## config.mk

```make
export PLATFORM = sky130hd
export DESIGN_NAME = spell_mem_ctrl
export DESIGN_NICKNAME = d
export VERILOG_FILES = /design/src/rtl/spell_mem_ctrl.sv
export SDC_FILE = /design/constraint.sdc
export NUM_CORES = 1
export LEC_CHECK = 0
export BUFFER_PORTS_ARGS = -buffer_cell sky130_fd_sc_hd__buf_2
export CAP_MARGIN = 20
export CORE_UTILIZATION = 42
export CTS_CLUSTER_DIAMETER = 80
export DETAILED_ROUTE_END_ITERATION = 16
export GPL_ROUTABILITY_DRIVEN = 0
export PLACE_DENSITY = 0.74
export SYNTH_ARGS = -nofsm -noshare
export SYNTH_HDL_FRONTEND = slang
export SYNTH_SLANG_ARGS = --single-unit
```

## constraint.sdc

```tcl
create_clock -name clk -period 4.37 [get_ports clk]
set_input_delay 0.874 -clock clk [delete_from_list [all_inputs] [get_ports clk]]
set_output_delay 0.874 -clock clk [all_outputs]
set_load 0.005 [all_outputs]
```

## src/rtl/spell_mem_ctrl.sv

```systemverilog
// spell_mem_ctrl: bridges a CPU request port onto a shared target bus, steering 0x20-0x3F to IO, all else to RAM.
// Define SPELL_MEM_TIMEOUT_EN to build a 16-cycle wait timeout with a sticky bus_err flag.
module spell_mem_ctrl (
  input  logic       clk,
  input  logic       rst_n,
  input  logic       cpu_req,
  input  logic       cpu_write,
  input  logic [7:0] cpu_addr,
  input  logic [7:0] cpu_wdata,
  output logic [7:0] cpu_rdata,
  output logic       cpu_ack,
  output logic [7:0] mem_addr,
  output logic [7:0] mem_wdata,
  output logic       mem_write,
  output logic       io_select,
  output logic       ram_select,
  input  logic [7:0] io_rdata,
  input  logic [7:0] ram_rdata,
  input  logic       io_ready,
  input  logic       ram_ready,
  output logic       bus_err
);

  typedef enum logic [1:0] {IDLE, IO_WAIT, RAM_WAIT, DONE} state_t;

  state_t     state_reg, state_next;
  logic [7:0] addr_next, wdata_next, rdata_next;
  logic       write_next, io_sel_next, ram_sel_next, ack_next;
  logic       waiting, sel_ready, timeout;
  logic [7:0] sel_rdata;

  assign waiting = (state_reg == IO_WAIT) || (state_reg == RAM_WAIT);

  // Only the target we are waiting on is listened to; ready is meaningless elsewhere.
  always_comb begin
    sel_ready = 1'b0;
    sel_rdata = 8'h00;
    if (state_reg == IO_WAIT) begin
      sel_ready = io_ready;
      sel_rdata = io_rdata;
    end else if (state_reg == RAM_WAIT) begin
      sel_ready = ram_ready;
      sel_rdata = ram_rdata;
    end
  end

`ifdef SPELL_MEM_TIMEOUT_EN
  logic [3:0] tmo_cnt_reg;
  logic       bus_err_reg;

  // Counter value 15 means this is the 16th wait cycle without ready.
  assign timeout = waiting && !sel_ready && (tmo_cnt_reg == 4'hF);

  always_ff @(posedge clk or negedge rst_n) begin
    if (!rst_n) begin
      tmo_cnt_reg <= 4'h0;
      bus_err_reg <= 1'b0;
    end else begin
      if (!waiting)
        tmo_cnt_reg <= 4'h0;
      else if (!sel_ready)
        tmo_cnt_reg <= tmo_cnt_reg + 4'd1;
      if (timeout)
        bus_err_reg <= 1'b1;
    end
  end

  assign bus_err = bus_err_reg;
`else
  assign timeout = 1'b0;
  assign bus_err = 1'b0;
`endif

  always_comb begin
    state_next   = state_reg;
    addr_next    = mem_addr;
    wdata_next   = mem_wdata;
    write_next   = mem_write;
    io_sel_next  = io_select;
    ram_sel_next = ram_select;
    ack_next     = 1'b0;
    rdata_next   = cpu_rdata;
    case (state_reg)
      IDLE: begin
        if (cpu_req) begin
          addr_next  = cpu_addr;
          wdata_next = cpu_wdata;
          write_next = cpu_write;
          if ((cpu_addr >= 8'h20) && (cpu_addr <= 8'h3F)) begin
            io_sel_next = 1'b1;
            state_next  = IO_WAIT;
          end else begin
            ram_sel_next = 1'b1;
            state_next   = RAM_WAIT;
          end
        end
      end
      IO_WAIT, RAM_WAIT: begin
        if (sel_ready || timeout) begin
          io_sel_next  = 1'b0;
          ram_sel_next = 1'b0;
          ack_next     = 1'b1;
          state_next   = DONE;
          if (!sel_ready)
            rdata_next = 8'hFF;
          else if (mem_write)
            rdata_next = 8'h00;
          else
            rdata_next = sel_rdata;
        end
      end
      DONE: begin
        // One cycle with both selects low separates consecutive accesses.
        io_sel_next  = 1'b0;
        ram_sel_next = 1'b0;
        state_next   = IDLE;
      end
      default: state_next = IDLE;
    endcase
  end

  always_ff @(posedge clk or negedge rst_n) begin
    if (!rst_n) begin
      state_reg  <= IDLE;
      mem_addr   <= 8'h00;
      mem_wdata  <= 8'h00;
      mem_write  <= 1'b0;
      io_select  <= 1'b0;
      ram_select <= 1'b0;
      cpu_ack    <= 1'b0;
      cpu_rdata  <= 8'h00;
    end else begin
      state_reg  <= state_next;
      mem_addr   <= addr_next;
      mem_wdata  <= wdata_next;
      mem_write  <= write_next;
      io_select  <= io_sel_next;
      ram_select <= ram_sel_next;
      cpu_ack    <= ack_next;
      cpu_rdata  <= rdata_next;
    end
  end

endmodule
```

==> results.ini, run 1 <==
[critical_path]
worstSetupPathType = reg -> reg
setup.worst_path.end_class = flop
setup.worst_path.start = state_reg[1]
reg2reg_from = state_reg[1]
critical_path.cell_chain = inv_1 -> ha_1 -> and2_1 -> nor3_4 -> a311oi_2 -> mux2_1
required_time_at_the_worst_slack_endpoint_ns = 4.58
timing.critical_path.slowest_stage_cell = ha_1
cp_max_fo = 13
worstPathBufferInverterCount = 1
critPathArrivalTime_ns = 2.21
critical_path.startpoint_type = flop
worst_path_largest_cell_delay_ns = 0.43
timing.critical_path.max_delay_family = adder cells

[place]
dp_hpwl_um = 2040
dp_cells = 212
port_buffer_count = 65

[cts]
cts_root_cell = clkbuf_4
cts.clk_slew.worst_paths_ns = 0.09
cts_tree = built
holdBufCountCts = 0
cts-buffers-inserted = 5
cts_setup_buffers = 0
cts_max_path_buffers = 2
clock_tree.htree_level_count = 2
post_cts_sizing = 0
clk-insertion-delay-late_ns = 0.33
clkSinkCount = 30

[cells_and_area]
layout_top_registers = cpu_rdata: 8 flops, mem_addr: 8 flops, mem_wdata: 8 flops
syn_to_final_growth_pct = 31.3
multiInputGateArea_um2 = 572
layout_common_cells = buf_2, dfrtp_1, mux2_1
sequential_cell_area_um2 = 751
num-nets-final = 217
filler_cell_count = 272
fin_cells = 219
diodes = 0
ratio_of_cells_with_drive_above_1_in_the_final_layout_pct = 46.3
layout.core_utilization_pct = 58.5
final_common_cell = buf_2

[timing]
clock.fmax_ghz = 0.501
timing_max_transition_violations_final = 0
finalSetupViolations = 0
period_share_pct = 45.6
skew_ns = 0.00611
unrepaired_setup_endpoints_after_global_routing = false
final.hold.worst_slack_ns = 0.479
timing.max_slew.rel_slack_pct = 56.9
fin_tns_setup_ns = 0
number_of_failing_hold_endpoints_at_the_final_stage = 0
tightest_slew_ns = 0.647
finalCriticalPeriod_ns = 1.99

[synthesis]
synth.largest_area_cell = dfrtp_1
yosys.area.top_type_share_pct = 54.8
synth_area_leaders = dfrtp_1, mux2_1, o31ai_1
seq_area_frac_synth_pct = 54.8
synth_nets = 150
synth_cells = 108
avgSynthCellArea_um2 = 12.7
synth-warning-count = 0
synth-seq-cells = 30
post_synthesis_instance_area_mm2 = 0.00137
synth_cell_type_count = 28

[run_status]
run_status = complete, no violations

[die]
starting_density_of_the_core_pct = 44.5
die-area_mm2 = 0.00349
num_rows = 20
io_pins = 67
coreArea_mm2 = 0.00308
die-width_um = 59.1
die_h_um = 59.1

[route]
viasPerCell = 4.80
detailedRoute.firstPassIterationCount = 5
wl_met1_um = 1170
starting_drc_count_in_detailed_routing = 46
met2_wirelength_um = 1340
route.detailed.wl_per_inst_um = 12.5
drt-total-wl_um = 2730
drc = 0
number_of_routed_nets_with_antenna_violations = 0
vias = 1052
met3_routed_length_um = 196
top_layer = met4

[power_and_ir_drop]
p_int_w = 0.000811
switching_share_pct = 34.7
p_seq_share_pct = 37.9
total_switching_power_w = 0.000431
ir_drop_mv = 0.353
power_density_mw_per_mm2 = 690
p_comb_share_pct = 43.8
power.leakage_nw = 0.924
clkPwrFrac_pct = 18.2

[global_routing]
grt_pass1_wl_um = 4510
global_route_congestion_overflow_total = 0
antenna_found_initial = 0
global_route.usage.total_pct = 17.8
grt_start_max_net_pins = 31
first_global_vias = 1055

[run]
drv_cap = 0

[worst_hold_path]
worstHoldPathType = reg -> reg
worstHoldStart = cpu_rdata[1]

-- per-layer routing --
| layer | up-vias | global-route usage, % |
|---|---|---|
| li1 | 511 | - |
| met1 | 488 | 20.2 |
| met2 | 50 | 30.0 |
| met3 | 3 | 7.21 |
| met4 | 0 | 6.80 |
| met5 | - | 0 |
-- power groups by stage --
stage / Sequential, W / Clock [W] / Combinational, W
6_report: 0.000471 / 0.000227 / 0.000544
3_5_place_dp: 0.000478 / 0 / 0.000554
2_1_floorplan: 0.000478 / 0 / 0.000365
5_1_grt: 0.000489 / 0.000244 / 0.000610
3_3_place_gp: 0.000470 / 0 / 0.000531
4_1_cts: 0.000473 / 0.000233 / 0.000554
-- path summary, 6_finish.rpt --
check | cells past startpoint | slack (ns) | endpoint
setup / recovery | 6 | 2.38 | ram_select
hold / removal | 2 | 0.48 | cpu_rdata[1]
hold reg to reg | 2 | 0.48 | cpu_rdata[1]
min in group asynchronous | 1 | 0.56 | mem_addr[6]
setup reg to reg | 6 | 2.38 | ram_select
max in group asynchronous | 1 | 3.38 | state_reg[0]
-- cell type report --
| type | instances | area share (%) |
|---|---|---|
| Clock inverter | 1 | 1.67 |
| Tap cell | 44 | 3.06 |
| Inverter | 4 | 0.834 |
| Clock buffer | 6 | 2.85 |
| Multi-Input combinational cell | 69 | 31.8 |
| Sequential cell | 30 | 41.7 |
| Timing Repair Buffer | 65 | 18.1 |
-- tightest hold or removal path, cell delays in order (launching register included) --
cell     delay [ns]
dfrtp_1        0.34
nand2_1        0.05
o31ai_1        0.05
-- Yosys cell counts, drive strengths merged --
cell and instances:
a21oi 3, a22oi 6, a311oi 1, and2 1, and2b 1, and3b 1, buf 5, conb 1
dfrtp 30, ha 4, inv 4, mux2 20, mux2i 1, nand2 11, nand3 2, nor2 4
nor2b 1, nor3 1, o21ai 3, o31ai 8
-- per-stage QoR --
| stage | instance area, um^2 | total power, W | setup WS [ns] |
|---|---|---|---|
| floorplan | 1370 | 0.000843 | 2.57 |
| global placement | 1720 | 0.00100 | 2.46 |
| detailed placement | 1720 | 0.00103 | 2.39 |
| CTS | 1800 | 0.00126 | 2.37 |
| global route | 1800 | 0.00134 | 2.23 |
| finish | 1800 | 0.00124 | 2.38 |
-- logic make-up (layout without fill, tap and decap cells) --
group,after synthesis,in the layout,share of synthesized area (%)
adder cells (fa/ha/maj),4,4,3.65
other,1,1,0.274
flip-flops,30,30,54.8
multiplexers,21,21,17.4
buffers and inverters,9,76,3.47
AO/OA/AOI/OAI,21,21,11.8
AND/OR/NAND/NOR,22,22,8.59
Power figures use the tool's default switching activity.
==> run 2: changes to the inputs <==
--- a/config.mk
+++ b/config.mk
@@ -7,11 +7,11 @@
 export LEC_CHECK = 0
 export BUFFER_PORTS_ARGS = -buffer_cell sky130_fd_sc_hd__buf_2
 export CAP_MARGIN = 20
-export CORE_UTILIZATION = 42
+export CORE_UTILIZATION = 41
 export CTS_CLUSTER_DIAMETER = 80
 export DETAILED_ROUTE_END_ITERATION = 16
 export GPL_ROUTABILITY_DRIVEN = 0
-export PLACE_DENSITY = 0.74
+export PLACE_DENSITY = 0.75
 export SYNTH_ARGS = -nofsm -noshare
 export SYNTH_HDL_FRONTEND = slang
 export SYNTH_SLANG_ARGS = --single-unit
==> constraint.sdc (replaced) <==
create_clock -name clk -period 1.6 [get_ports clk]
set_input_delay 0.32 -clock clk [delete_from_list [all_inputs] [get_ports clk]]
set_output_delay 0.32 -clock clk [all_outputs]
set_load 0.005 [all_outputs]
==> results.ini, run 2 (synthesized netlist as in run 1, its figures left out) <==
[critical_path]
critical_path.cell_chain = inv_2 -> ha_2 -> and3b_2 -> nor3_4 -> a311oi_2 -> mux2_1
cp_max_fo = 3  ; -10
required_time_at_the_worst_slack_endpoint_ns = 1.81  ; -2.77 ns
timing.critical_path.slowest_stage_cell = dfrtp_2
critPathArrivalTime_ns = 1.86  ; -0.35 ns
worstSetupPathType = reg -> reg
reg2reg_from = state_reg[0]
setup.worst_path.start = state_reg[0]
timing.critical_path.max_delay_family = flip-flops
worst_path_largest_cell_delay_ns = 0.45  ; +0.02 ns
worstPathBufferInverterCount = 1  ; unchanged
critical_path.startpoint_type = flop
setup.worst_path.end_class = flop

[timing]
finalSetupViolations = 9  ; +9
timing_max_transition_violations_final = 0  ; unchanged
period_share_pct = 103  ; +57 points
tightest_slew_ns = 0.651  ; +0.00387 ns
finalCriticalPeriod_ns = 1.65  ; -0.347 ns
timing.final.ws_setup_ns = -0.0478  ; -2.42 ns
clock.fmax_ghz = 0.607  ; +21%
timing.max_slew.rel_slack_pct = 56.6  ; -0.26 points
unrepaired_setup_endpoints_after_global_routing = true
number_of_failing_hold_endpoints_at_the_final_stage = 0  ; unchanged
skew_ns = 0.00230  ; -0.00381 ns

[run]
drv_cap = 0  ; unchanged

[cells_and_area]
num-nets-final = 229  ; +5.5%
layout.core_utilization_pct = 62.9  ; +4.5 points
ratio_of_cells_with_drive_above_1_in_the_final_layout_pct = 54.8  ; +8.5 points
syn_to_final_growth_pct = 42.6
layout_common_cells = buf_2, dfrtp_1, mux2_1
final_common_cell = buf_2
filler_cell_count = 271  ; -0.37%
diodes = 0  ; unchanged
layout_top_registers = cpu_rdata: 8 flops, mem_addr: 8 flops, mem_wdata: 8 flops

[cts]
cts-buffers-inserted = 5  ; unchanged
clk-insertion-delay-late_ns = 0.32  ; about the same
clkSinkCount = 30  ; unchanged
cts_root_cell = clkbuf_4
cts_tree = built
cts_max_path_buffers = 2  ; unchanged
clock_tree.htree_level_count = 2  ; unchanged
cts.clk_slew.worst_paths_ns = 0.10  ; about the same

[power_and_ir_drop]
power.leakage_nw = 0.995  ; +7.6%
p_int_w = 0.00235  ; +190%
ir_drop_mv = 0.841  ; +140%
clkPwrFrac_pct = 13.0  ; -5.2 points
total_switching_power_w = 0.00134  ; +210%
power_density_mw_per_mm2 = 1890  ; +170%
p_seq_share_pct = 35.5  ; -2.4 points
switching_share_pct = 36.2  ; +1.5 points
p_comb_share_pct = 51.6  ; +7.8 points

[die]
coreArea_mm2 = 0.00310  ; +0.81%
num_rows = 20  ; unchanged
die-area_mm2 = 0.00358  ; +2.3%
io_pins = 67  ; unchanged
starting_density_of_the_core_pct = 44.2  ; -0.36 points
die-width_um = 59.8  ; +1.2%
die_h_um = 59.8  ; +1.2%

[place]
dp_hpwl_um = 2240  ; +10%
preCtsSetupSlack_ns = -0.107  ; -2.50 ns
port_buffer_count = 65  ; unchanged

[route]
viasPerCell = 4.91  ; +2.3%
starting_drc_count_in_detailed_routing = 67  ; +46%
route.detailed.wl_per_inst_um = 13.0  ; +4.2%
detailedRoute.firstPassIterationCount = 4  ; -1
vias = 1140  ; +8.4%
drc = 0  ; unchanged
number_of_routed_nets_with_antenna_violations = 0  ; unchanged
drt-total-wl_um = 3020  ; +10%

[global_routing]
global_route_congestion_overflow_total = 0  ; unchanged
grt_start_max_net_pins = 31  ; unchanged
antenna_found_initial = 0  ; unchanged
global_route.usage.total_pct = 17.9  ; +0.11 points
first_global_vias = 1080  ; +2.4%
grt_pass1_wl_um = 4630  ; +2.6%

[run_status]
run_status = finished, violations left
violated_checks = setup timing

[worst_hold_path]
worstHoldPathType = in -> async

-- run 2: cell types whose count changed in the layout (fill, tap and decap cells not counted), sizes merged --
cell / delta
buf: +11
bufinv: -1
clkbuf: +1
clkinv: +1
clkinvlp: +1
-- run 2: layout make-up --
class	instances	area (um^2)	area share, %
clock inverter	2	12.5	0.641
sequential	30	752	38.5
multi-input combinational	69	609	31.2
timing repair buffer	77	458	23.4
clock buffer	6	51.3	2.63
inverter	4	15.0	0.769
tap	44	55.1	2.82
-- run 2: path summary, 6_finish.rpt --
kind / endpoint / slack, ns / depth (start not counted)
max in group asynchronous: state_reg[0] / 1.13 / 1
setup reg to reg: ram_select / -0.05 / 6
min in group clk: mem_addr[4] / 0.20 / 2
hold / removal: mem_addr[4] / 0.01 / 1
setup / recovery: ram_select / -0.05 / 6
hold reg to reg: cpu_rdata[7] / 0.48 / 2
-- run 2: worst register-to-register path, stage by stage, from the launching register on --
cell	delay (ns)
dfrtp_2	0.45
inv_2	0.08
ha_2	0.17
and3b_2	0.22
nor3_4	0.06
a311oi_2	0.20
mux2_1	0.35
-- run 2: per-stage QoR --
step	TNS [ns]	area [um^2]	instances	hold WS (ns)	power, W
after floorplan	0	1370	108	0.0244	0.00230
after global placement	0	1800	220	0.375	0.00292
after detailed placement	-0.190	1800	220	0.392	0.00302
after CTS	-0.0726	1880	229	0.0298	0.00356
after global routing	-1.02	1950	232	0.0562	0.00398
final	-0.226	1950	232	0.0111	0.00369
-- run 2: routing by layer --
metal / up-vias / global-route usage [%] / part of all wire, %
met2: 44 / 31.0 / 53
met3: 7 / 4.76 / 6.0
met5: - / 0 / 0
met4: 0 / 8.97 / 1.9
met1: 547 / 20.2 / 39
li1: 542 / - / -
-- run 2: power groups by stage --
stage | registers [W] | logic (W) | clock network (W)
5_1_grt | 0.00137 | 0.00210 | 0.000517
3_5_place_dp | 0.00131 | 0.00172 | 0
4_1_cts | 0.00130 | 0.00177 | 0.000495
6_report | 0.00131 | 0.00190 | 0.000479
3_3_place_gp | 0.00128 | 0.00164 | 0
2_1_floorplan | 0.00130 | 0.000997 | 0
-- run 2: timing repair --
item / in CTS / in global routing
setup buffers: 1 / 2
gates resized for setup: 4 / 7
hold buffers: 0 / 0
setup endpoints to repair: 6 / 12
cloned: 0 / 1
pin swaps: 1 / 1
==> run 3: changes to the inputs <==
--- a/config.mk
+++ b/config.mk
@@ -12,6 +12,7 @@
 export DETAILED_ROUTE_END_ITERATION = 16
 export GPL_ROUTABILITY_DRIVEN = 0
 export PLACE_DENSITY = 0.75
+export SKIP_LAST_GASP = 1
 export SYNTH_ARGS = -nofsm -noshare
 export SYNTH_HDL_FRONTEND = slang
 export SYNTH_SLANG_ARGS = --single-unit
==> results.ini, run 3 (synthesized netlist as in run 1, its figures left out) <==
[power_and_ir_drop]
p_comb_share_pct = 51.5  ; about the same
p_seq_share_pct = 35.5  ; about the same
clkPwrFrac_pct = 13.0  ; about the same
total_power_w = 0.00368  ; about the same
switching_share_pct = 36.2  ; about the same
power.leakage_nw = 0.994  ; about the same
power_density_mw_per_mm2 = 1890  ; about the same
ir_drop_mv = 0.841  ; about the same
total_switching_power_w = 0.00133  ; -0.15%
p_int_w = 0.00235  ; about the same

[place]
port_buffer_count = 65  ; unchanged
postPlaceCellArea_mm2 = 0.00180  ; unchanged
dp_hpwl_um = 2240  ; unchanged

[cts]
clkSinkCount = 30  ; unchanged
clock_tree.htree_level_count = 2  ; unchanged
cts_root_cell = clkbuf_4
cts_tree = built
cts-buffers-inserted = 5  ; unchanged
cts.clk_slew.worst_paths_ns = 0.10  ; about the same
holdBufCountCts = 0  ; unchanged
cts_max_path_buffers = 2  ; unchanged
clk-insertion-delay-late_ns = 0.32  ; about the same

[timing]
timing_max_transition_violations_final = 0  ; unchanged
unrepaired_setup_endpoints_after_global_routing = true
tightest_slew_ns = 0.652  ; +0.000988 ns
fin_tns_setup_ns = -0.222  ; +0.00456 ns
timing.final.ws_setup_ns = -0.0478  ; +0.00000530 ns
finalSetupViolations = 9  ; unchanged
skew_ns = 0.00229  ; -0.00000355 ns
timing.max_slew.rel_slack_pct = 56.5  ; -0.066 points
clock.fmax_ghz = 0.607  ; about the same
period_share_pct = 103  ; about the same
finalCriticalPeriod_ns = 1.65  ; -0.00000530 ns
number_of_failing_hold_endpoints_at_the_final_stage = 0  ; unchanged

[critical_path]
setup.worst_path.end_class = flop
required_time_at_the_worst_slack_endpoint_ns = 1.81  ; about the same
worstSetupPathType = reg -> reg
critPathArrivalTime_ns = 1.86  ; about the same
critical_path.startpoint_type = flop
cp_max_fo = 3  ; unchanged

[global_routing]
grt.met3_usage_pct = 4.76  ; unchanged
global_route_congestion_overflow_total = 0  ; unchanged
global_route.usage.met1_pct = 20.2  ; unchanged
global_route.usage.total_pct = 17.9  ; unchanged
grt_start_max_net_pins = 31  ; unchanged
top_usage_layer = met2
first_global_vias = 1080  ; unchanged
use_met2_pct = 31.0  ; unchanged
antenna_found_initial = 0  ; unchanged
grt_pass1_wl_um = 4630  ; unchanged

[die]
die_h_um = 59.8  ; unchanged
num_rows = 20  ; unchanged
starting_density_of_the_core_pct = 44.2  ; unchanged
die-width_um = 59.8  ; unchanged
die-area_mm2 = 0.00358  ; unchanged
io_pins = 67  ; unchanged
coreArea_mm2 = 0.00310  ; unchanged

[cells_and_area]
diodes = 0  ; unchanged
syn_to_final_growth_pct = 42.4
layout_top_registers = cpu_rdata: 8 flops, mem_addr: 8 flops, mem_wdata: 8 flops
final_common_cell = buf_2
layout_common_cells = buf_2, dfrtp_1, mux2_1
postLayoutCellArea_mm2 = 0.00195  ; -0.13%
ratio_of_cells_with_drive_above_1_in_the_final_layout_pct = 54.3  ; -0.53 points
num-nets-final = 229  ; unchanged

[worst_hold_path]
worstHoldPathType = in -> async

[run_status]
violated_checks = setup timing
run_status = finished, violations left

[route]
drc = 0  ; unchanged
viasPerCell = 4.91  ; unchanged
drt-total-wl_um = 3020  ; +0.20%
detailedRoute.firstPassIterationCount = 4  ; unchanged
vias = 1140  ; unchanged
route.detailed.wl_per_inst_um = 13.0  ; +0.20%
number_of_routed_nets_with_antenna_violations = 0  ; unchanged
starting_drc_count_in_detailed_routing = 59  ; -12%

[run]
drv_cap = 0  ; unchanged

-- run 3: changes by cell type in the layout (fill, tap and decap cells not counted) --
cell / before / now
nand2_1: 9 / 10
nand2_2: 2 / 1
-- run 3: power by group through the flow --
stage               registers [W]  clock network, W  logic [W]
floorplan                 0.00130                 0   0.000997
detailed placement        0.00131                 0    0.00172
finish                    0.00131          0.000479    0.00190
global placement          0.00128                 0    0.00164
CTS                       0.00130          0.000495    0.00177
global route              0.00137          0.000517    0.00210
-- run 3: final cells by class --
class | instances | area [um^2]
repair buffers | 77 | 458
clock inverters | 2 | 12.5
inverters | 4 | 15.0
fillers | 271 | 1150
clock buffers | 6 | 51.3
flip-flops and latches | 30 | 752
multi-input cells | 69 | 607
well taps | 44 | 55.1
-- run 3: metrics by stage --
stage	worst slack [ns]	util, %	hold WS [ns]	instances
final	-0.0478	62.9	0.0115	232
after global routing	-0.102	62.9	0.0562	232
after CTS	-0.0333	60.5	0.0298	229
after detailed placement	-0.107	58.1	0.392	220
after global placement	0.0249	58.1	0.375	220
after floorplan	0.0146	-	0.0244	108
-- run 3: layer usage --
layer	vias to the layer above	share of wire (%)	wire length [um]
li1	542	-	-
met1	547	40	1210
met2	44	52	1580
met3	7	6.0	180
met4	0	1.9	57
met5	-	0	0
-- run 3: timing repair --
item | in CTS | in global routing
buffers inserted | 1 | 2
endpoints found under the setup margin | 6 | 12
pin swaps | 1 | 1
cloned | 0 | 1
hold endpoints to repair | 0 | 0
resized for setup | 4 | 6
-- run 3: critical path: stages, from the launching register on --
cell	delay, ns
dfrtp_2	0.45
inv_2	0.08
ha_2	0.17
and3b_2	0.22
nor3_4	0.06
a311oi_2	0.20
mux2_1	0.35
-- run 3: worst paths after layout --
check / from / cells after the start / slack [ns] / endpoint
max in group asynchronous: rst_n / 1 / 1.13 / state_reg[0]
min in group clk: cpu_addr[4] / 2 / 0.20 / mem_addr[4]
max reg2reg: state_reg[0] / 6 / -0.05 / ram_select
max: state_reg[0] / 6 / -0.05 / ram_select
min reg2reg: cpu_rdata[7] / 2 / 0.48 / cpu_rdata[7]
min: rst_n / 1 / 0.01 / mem_addr[4]
